**src/rtl/block_addr_gen_if.sv**
```systemverilog
// Handshake and address bus between the block-scan address generator and the
// compression core / image memory side.
interface block_addr_gen_if #(
    parameter int IMG_W_LOG2 = 7,
    parameter int IMG_H_LOG2 = 7,
    parameter int BLK_LOG2   = 2
);
    logic                                start;
    logic                                scan_mode;
    logic                                stall;
    logic                                finish_ack;
    logic [IMG_W_LOG2+IMG_H_LOG2-1:0]    imem_address;
    logic                                wr;
    logic [2*BLK_LOG2-1:0]               addr_w;
    logic [IMG_H_LOG2-BLK_LOG2-1:0]      blk_row;
    logic [IMG_W_LOG2-BLK_LOG2-1:0]      blk_col;
    logic                                finish;
    logic                                frame_done;

    modport master (
        output start, scan_mode, stall, finish_ack,
        input  imem_address, wr, addr_w, blk_row, blk_col, finish, frame_done
    );

    modport slave (
        input  start, scan_mode, stall, finish_ack,
        output imem_address, wr, addr_w, blk_row, blk_col, finish, frame_done
    );
endinterface

```
**src/rtl/block_addr_gen.sv**
```systemverilog
// Walks a row-major frame one square block at a time, emitting a pixel read
// address and block-buffer write index per cycle; handshakes after each block.
module block_addr_gen #(
    parameter int IMG_W_LOG2 = 7,
    parameter int IMG_H_LOG2 = 7,
    parameter int BLK_LOG2   = 2
) (
    input  logic               clk,
    input  logic               reset,
    block_addr_gen_if.slave    bus
);
    localparam int B  = BLK_LOG2;
    localparam int CW = 2 * B;
    localparam int RW = IMG_H_LOG2 - B;
    localparam int KW = IMG_W_LOG2 - B;
    localparam int BW = RW + KW;
    localparam logic [CW-1:0] CNT_ONE = CW'(1);
    localparam logic [BW-1:0] BLK_ONE = BW'(1);

    typedef enum logic [1:0] {IDLE, SCAN, WAIT_ACK, FRAME_DONE} state_t;

    state_t          state_q, state_d;
    logic [CW-1:0]   count_q, count_d;
    logic [RW-1:0]   row_q, row_d;
    logic [KW-1:0]   col_q, col_d;
    logic            mode_q, mode_d;
    logic            finish_q, finish_d;
    logic            done_q, done_d;
    logic            restart;
    logic [B-1:0]    py, px;

    always_ff @(posedge clk or negedge reset) begin
        if (!reset) begin
            state_q  <= IDLE;
            count_q  <= '0;
            row_q    <= '0;
            col_q    <= '0;
            mode_q   <= 1'b0;
            finish_q <= 1'b0;
            done_q   <= 1'b0;
        end else begin
            state_q  <= state_d;
            count_q  <= count_d;
            row_q    <= row_d;
            col_q    <= col_d;
            mode_q   <= mode_d;
            finish_q <= finish_d;
            done_q   <= done_d;
        end
    end

    assign restart = bus.start && (state_q == IDLE || state_q == FRAME_DONE);

    always_comb begin
        state_d  = state_q;
        count_d  = count_q;
        row_d    = row_q;
        col_d    = col_q;
        mode_d   = mode_q;
        finish_d = finish_q;
        done_d   = done_q;
        unique case (state_q)
            SCAN: begin
                if (!bus.stall) begin
                    count_d = count_q + CNT_ONE;
                    if (&count_q) begin
                        finish_d       = 1'b1;
                        // row:col as one counter, so a column wrap carries into the row
                        {row_d, col_d} = {row_q, col_q} + BLK_ONE;
                        if (&{row_q, col_q}) begin
                            state_d = FRAME_DONE;
                            done_d  = 1'b1;
                        end else begin
                            state_d = WAIT_ACK;
                        end
                    end
                end
            end
            WAIT_ACK: begin
                if (bus.finish_ack) begin
                    state_d  = SCAN;
                    finish_d = 1'b0;
                    count_d  = '0;
                end
            end
            FRAME_DONE: begin
                if (bus.finish_ack) finish_d = 1'b0;
            end
            default: ;
        endcase
        if (restart) begin
            state_d  = SCAN;
            count_d  = '0;
            row_d    = '0;
            col_d    = '0;
            finish_d = 1'b0;
            done_d   = 1'b0;
            mode_d   = bus.scan_mode;
        end
    end

    // Column mode swaps which half of the count walks along x.
    assign {py, px} = mode_q ? {count_q[B-1:0], count_q[CW-1:B]} : count_q;

    assign bus.imem_address = {row_q, py, col_q, px};
    assign bus.wr           = (state_q == SCAN) && !bus.stall;
    assign bus.addr_w       = count_q;
    assign bus.blk_row      = row_q;
    assign bus.blk_col      = col_q;
    assign bus.finish       = finish_q;
    assign bus.frame_done   = done_q;
endmodule

```
**src/flat_wrapper.sv**
```systemverilog
// flat-port wrapper written by rule: the top's interface ports become plain ports
module block_addr_gen_flat 
#(
    parameter int IMG_W_LOG2 = 7,
    parameter int IMG_H_LOG2 = 7,
    parameter int BLK_LOG2   = 2
)
  (clk, reset, bus_start, bus_scan_mode, bus_stall, bus_finish_ack, bus_imem_address, bus_wr, bus_addr_w, bus_blk_row, bus_blk_col, bus_finish, bus_frame_done);
  block_addr_gen_if #(.IMG_W_LOG2(IMG_W_LOG2), .IMG_H_LOG2(IMG_H_LOG2), .BLK_LOG2(BLK_LOG2)) bus_i ();
  input  logic clk;
  input  logic reset;
  input wire logic [$bits(bus_i.start)-1:0] bus_start;
  input wire logic [$bits(bus_i.scan_mode)-1:0] bus_scan_mode;
  input wire logic [$bits(bus_i.stall)-1:0] bus_stall;
  input wire logic [$bits(bus_i.finish_ack)-1:0] bus_finish_ack;
  output wire logic [$bits(bus_i.imem_address)-1:0] bus_imem_address;
  output wire logic [$bits(bus_i.wr)-1:0] bus_wr;
  output wire logic [$bits(bus_i.addr_w)-1:0] bus_addr_w;
  output wire logic [$bits(bus_i.blk_row)-1:0] bus_blk_row;
  output wire logic [$bits(bus_i.blk_col)-1:0] bus_blk_col;
  output wire logic [$bits(bus_i.finish)-1:0] bus_finish;
  output wire logic [$bits(bus_i.frame_done)-1:0] bus_frame_done;
  assign bus_i.start = bus_start;
  assign bus_i.scan_mode = bus_scan_mode;
  assign bus_i.stall = bus_stall;
  assign bus_i.finish_ack = bus_finish_ack;
  assign bus_imem_address = bus_i.imem_address;
  assign bus_wr = bus_i.wr;
  assign bus_addr_w = bus_i.addr_w;
  assign bus_blk_row = bus_i.blk_row;
  assign bus_blk_col = bus_i.blk_col;
  assign bus_finish = bus_i.finish;
  assign bus_frame_done = bus_i.frame_done;
  block_addr_gen #(.IMG_W_LOG2(IMG_W_LOG2), .IMG_H_LOG2(IMG_H_LOG2), .BLK_LOG2(BLK_LOG2)) u_core (.clk(clk), .reset(reset), .bus(bus_i));
endmodule
```
**config.mk**
```make
export PLATFORM = sky130hd
export DESIGN_NAME = block_addr_gen_flat
export DESIGN_NICKNAME = d
export VERILOG_FILES = /design/src/rtl/block_addr_gen_if.sv /design/src/rtl/block_addr_gen.sv /design/src/flat_wrapper.sv
export SDC_FILE = /design/constraint.sdc
export NUM_CORES = 1
export LEC_CHECK = 0
export ABC_AREA = 1
export BUFFER_PORTS_ARGS = -buffer_cell sky130_fd_sc_hd__buf_2
export CORE_MARGIN = 2
export CORE_UTILIZATION = 50
export CTS_CLUSTER_SIZE = 24
export DETAILED_ROUTE_END_ITERATION = 16
export PLACE_DENSITY_LB_ADDON = 0.12
export SLEW_MARGIN = 20
export SYNTH_ARGS = -nofsm -noshare
export SYNTH_HDL_FRONTEND = slang
export SYNTH_SLANG_ARGS = --single-unit
```
**constraint.sdc**
```tcl
create_clock -name clk -period 4.7 [get_ports clk]
set_input_delay 0.94 -clock clk [delete_from_list [all_inputs] [get_ports clk]]
set_output_delay 0.94 -clock clk [all_outputs]
set_load 0.005 [all_outputs]
```
# Word level (Yosys, flattened, before mapping)
# Cells that the tools add are included.
totals:
  register_bits: 19
  word_cells: 64
  input_bits: 6
classes:
  add_sub_neg: 2
  mux: 29
  n_eq_ne: 8
  n_reduce_logical: 18
ops:
  columns: ["op", "count"]
  rows:
  - ["5-bit 2-to-1 mux", 8]
  - ["4-bit 2-to-1 mux", 4]
  - ["4-bit AND reduction", 4]
  - ["10-bit by 1-bit adder with 10-bit output, second input constant", 1]
  - ["1-bit 2-to-1 mux", 10]
  - ["10-bit AND reduction", 1]
  - ["2-bit 2-to-1 mux", 4]
  - ["4-bit one-hot mux with 2 select lines", 1]
  - ["3-bit by 1-bit != test with 1-bit output, second input constant", 2]
  - ["3-bit by 2-bit != test with 1-bit output, second input constant", 2]
  - ["3-bit AND reduction", 2]
  - ["2-bit nonzero test", 3]
  - ["3-bit nonzero test", 2]
  - ["4-bit by 1-bit adder with 4-bit output, second input constant", 1]
  - ["2-bit == test, second input constant", 2]
  - ["2-bit one-hot mux with 2 select lines", 1]
  - ["2-bit by 1-bit == test with 1-bit output, second input constant", 1]
  - ["1-bit logical AND", 2]
  - ["2-bit zero test", 1]
  - ["2-bit by 1-bit != test with 1-bit output, second input constant", 1]
  - ["1-bit one-hot mux with 2 select lines", 1]
  - ["2-bit OR reduction", 1]
  - ["1-bit zero test", 1]
  - ["1-bit logical OR", 1]

# Depth between registers and ports, before layout
depth:
  word_depth: 6
  mapped_depth: 10
  ltp_nobuf: 9

# Least setup slack after synthesis
# OpenSTA, ideal clock, no wires.
synth_path:
  kind: "input to output"
  from: "input bus_stall"
  to: "output bus_wr"
  path_stages: 3
  path_slack_ns: 2.568
  required_ns: 3.760
  n_path_buf: 0
  arrival_ns: 1.192
  path_cell_list: "inv_1 -> nand2_1 -> inv_1"
synth_via:
  elab_chain_cells: 2
synth_rtl:
  columns: ["item", "line", "text"]
  rows:
  - ["start, declared", "flat_wrapper.sv:14", "input wire logic [$bits(bus_i.stall)-1:0] bus_stall;"]
  - ["1-bit zero test", null, null]
  - ["1-bit logical AND", "block_addr_gen.sv:106", "assign bus.wr = (state_q == SCAN) && !bus.stall;"]
  - ["end, declared", "flat_wrapper.sv:17", "output wire logic [$bits(bus_i.wr)-1:0] bus_wr;"]
# Every way passes these cells.

# Final worst setup path
# Same ends and word-level chain as after synthesis.

==> results.json <==
{
  "cts_setup_buffers": 0,
  "synth.distinct_cells": 23,
  "fin_ws_ps": 2360,
  "power.density_nw_per_um2": 479,
  "dieArea_um2": 2950,
  "via_per_inst": 4.95,
  "clkTransAtPathRegs_ps": 120,
  "period_minus_slack_ps": 2340,
  "clock_latency_ps": 300,
  "layout_common_cells": "nand2_1 (38), buf_2 (36), inv_1 (28)",
  "num_vias": 1149,
  "grt_pass1_wl_mm": 4.11,
  "crit_type": "in2out",
  "final_common_cell": "nand2_1",
  "path_cells": "buf_2 -> inv_1 -> nand2_1 -> inv_1 -> buf_2",
  "wirelength_mm": 2.52,
  "port_buffers": 36,
  "area.sequential_um2": 475,
  "track_usage_pct": 19.1,
  "cts_tree": "yes",
  "drc": 0,
  "hold_ws_ps": 507,
  "overflow": 0,
  "slew_viol_final": 0,
  "cp.arrival_ps": 1400,
  "start_util_pct": 52.1,
  "status": "finished, final reports clean",
  "grt_pass1_vias": 1007,
  "fp-row-count": 18,
  "synthToLayoutAreaGrowth_pct": 11.7,
  "hpwl_mm": 1.92,
  "synth_area_per_cell_um2": 7.24,
  "drv_cap": 0,
  "routedWlPerCell_um": 10.9,
  "irDropWorstVdd_mv": 0.323,
  "antenna_found_initial": 0,
  "ant_nets": 0,
  "hold_viol_final": 0,
  "ys_seq_area_share_pct": 37.5,
  "hold_path.class": "reg2reg",
  "dpl_cell_area_um2": 1390,
  "postSynthCellCount": 175,
  "multiInputGateArea_um2": 588,
  "crit_path_top_delay_cell": "nand2_1",
  "dr.first_iter.drc_count": 10,
  "place_ws_ps": 2350,
  "synth-seq-cells": 19,
  "synth_nets": 187,
  "yosysWarnings": 0,
  "grt_max_degree": 20,
  "clock.fmax_mhz": 427,
  "clock_skew_ps": 10.2,
  "cp_num_buf_inv": 4,
  "cts_buffer_depth": 2,
  "clock-sinks": 19,
  "cts_root_buf": "clkbuf_4",
  "nets": 215,
  "power.total_mw": 0.679,
  "worstPathRequired_ps": 3760,
  "firstDrtPassIters": 4,
  "die_h_um": 54.4,
  "n_antenna_cell": 0,
  "slew_headroom_pct": 69.9,
  "setup_viol": 0,
  "p_leak_nw": 0.826,
  "post-route-cell-area_um2": 1420,
  "cts_resized": 0,
  "tightest_slew_ps": 450,
  "max_stage_delay_ps": 170,
  "drive_above_1_share_pct": 22.8,
  "core_um2": 2430,
  "min_period_over_period_pct": 49.8,
  "rsz0062_at_grt": "false",
  "path_max_fanout": 3,
  "tns_ps": 0,
  "num-fill-cells": 245,
  "cp-end-kind": "output pin",
  "boundaryPins": 37,
  "ctsHoldBuffers": 0,
  "critPathTopFamily": "buffers and inverters",
  "gp_congestion": 0.777,
  "synthesis.area_um2": 1270,
  "htreeDepth": 1,
  "cts_buffers": 3,
  "dieWidth_um": 54.4,
  "critPathLaunchType": "input pin"
}
cell families (layout without fill, tap and decap cells):
kind of cell / count (synthesis) / count (layout) / share of synthesized area (%)
and+or+nand+nor: 81 / 81 / 28.5
buffers and inverters: 42 / 69 / 16.1
AOI/OAI and AO/OA: 26 / 26 / 11.3
DFF: 19 / 19 / 37.5
adders and majority gates: 6 / 6 / 5.92
xor gates and xnor gates: 1 / 1 / 0.691
state kept, by name (all words and copies together) (netlist names):
register               flops
u_core.bus.finish          1
u_core.mode_q              1
u_core.bus.frame_done      1
u_core.bus.addr_w          4
u_core.bus.blk_row         5
u_core.state_q             2
u_core.bus.blk_col         5
routing by layer:
layer | vias up | routed length [µm] | track usage [%]
li1 | 597 | - | -
met1 | 532 | 1130 | 21.8
met2 | 18 | 1290 | 35.3
met3 | 2 | 88 | 2.46
met4 | 0 | 13 | 7.92
met5 | - | 0 | 0
final timing paths:
path	start	cells past startpoint	to	slack (ps)
max	bus_stall	5	bus_wr	2360
min	u_core.bus.finish	2	u_core.bus.finish	510
max reg2reg	u_core.state_q[0]	8	u_core.bus.blk_col[4]	2700
min reg2reg	u_core.bus.finish	2	u_core.bus.finish	510
max in group asynchronous	reset	1	u_core.bus.addr_w[0]	3840
min in group asynchronous	reset	1	u_core.bus.blk_row[1]	550
layout make-up:
class                   instances  share of cell area (%)
well taps                      30                    2.65
inverters                      29                    7.69
clock buffers                   4                    1.86
repair buffers                 36                    12.7
multi-input cells             114                    41.5
flip-flops and latches         19                    33.6
where the power goes:
group	total, mW	internal, mW	switching [mW]
logic	0.345	0.128	0.217
registers	0.249	0.203	0.0459
clock network	0.0849	0.0330	0.0519
total	0.679	0.364	0.315
tightest hold or removal path, cell delays in order, from the launching register on:
cell and delay [ps]:
dfrtp_1 360, nand2_1 50, o21ai_0 60
synthesized netlist by cell type:
cell | count | area, µm²
or2_2 | 1 | 6.26
buf_6 | 1 | 11.3
nand2_1 | 38 | 143
nor2_1 | 18 | 67.6
dfrtp_1 | 19 | 475
buf_4 | 10 | 75.1
ha_1 | 6 | 75.1
nor2_2 | 1 | 6.26
nor3b_1 | 1 | 7.51
o21ai_0 | 15 | 75.1
a31oi_1 | 1 | 6.26
inv_2 | 1 | 3.75
xor2_1 | 1 | 8.76
buf_2 | 1 | 5.00
nand3_2 | 2 | 20.0
nand4_1 | 4 | 25.0
nor2_4 | 1 | 11.3
inv_1 | 28 | 105
nor3_1 | 1 | 5.00
o21ai_4 | 1 | 16.3
a21oi_1 | 9 | 45.0
clkbuf_1 | 1 | 3.75
nand3_1 | 14 | 70.1
stage by stage:
step	instances	util, %
2_1_floorplan	175	-
4_1_cts	232	58.2
6_report	232	58.2
3_5_place_dp	228	57.2
3_3_place_gp	228	57.2
5_1_grt	232	58.2
No activity file was read; power rests on OpenSTA's default activity.
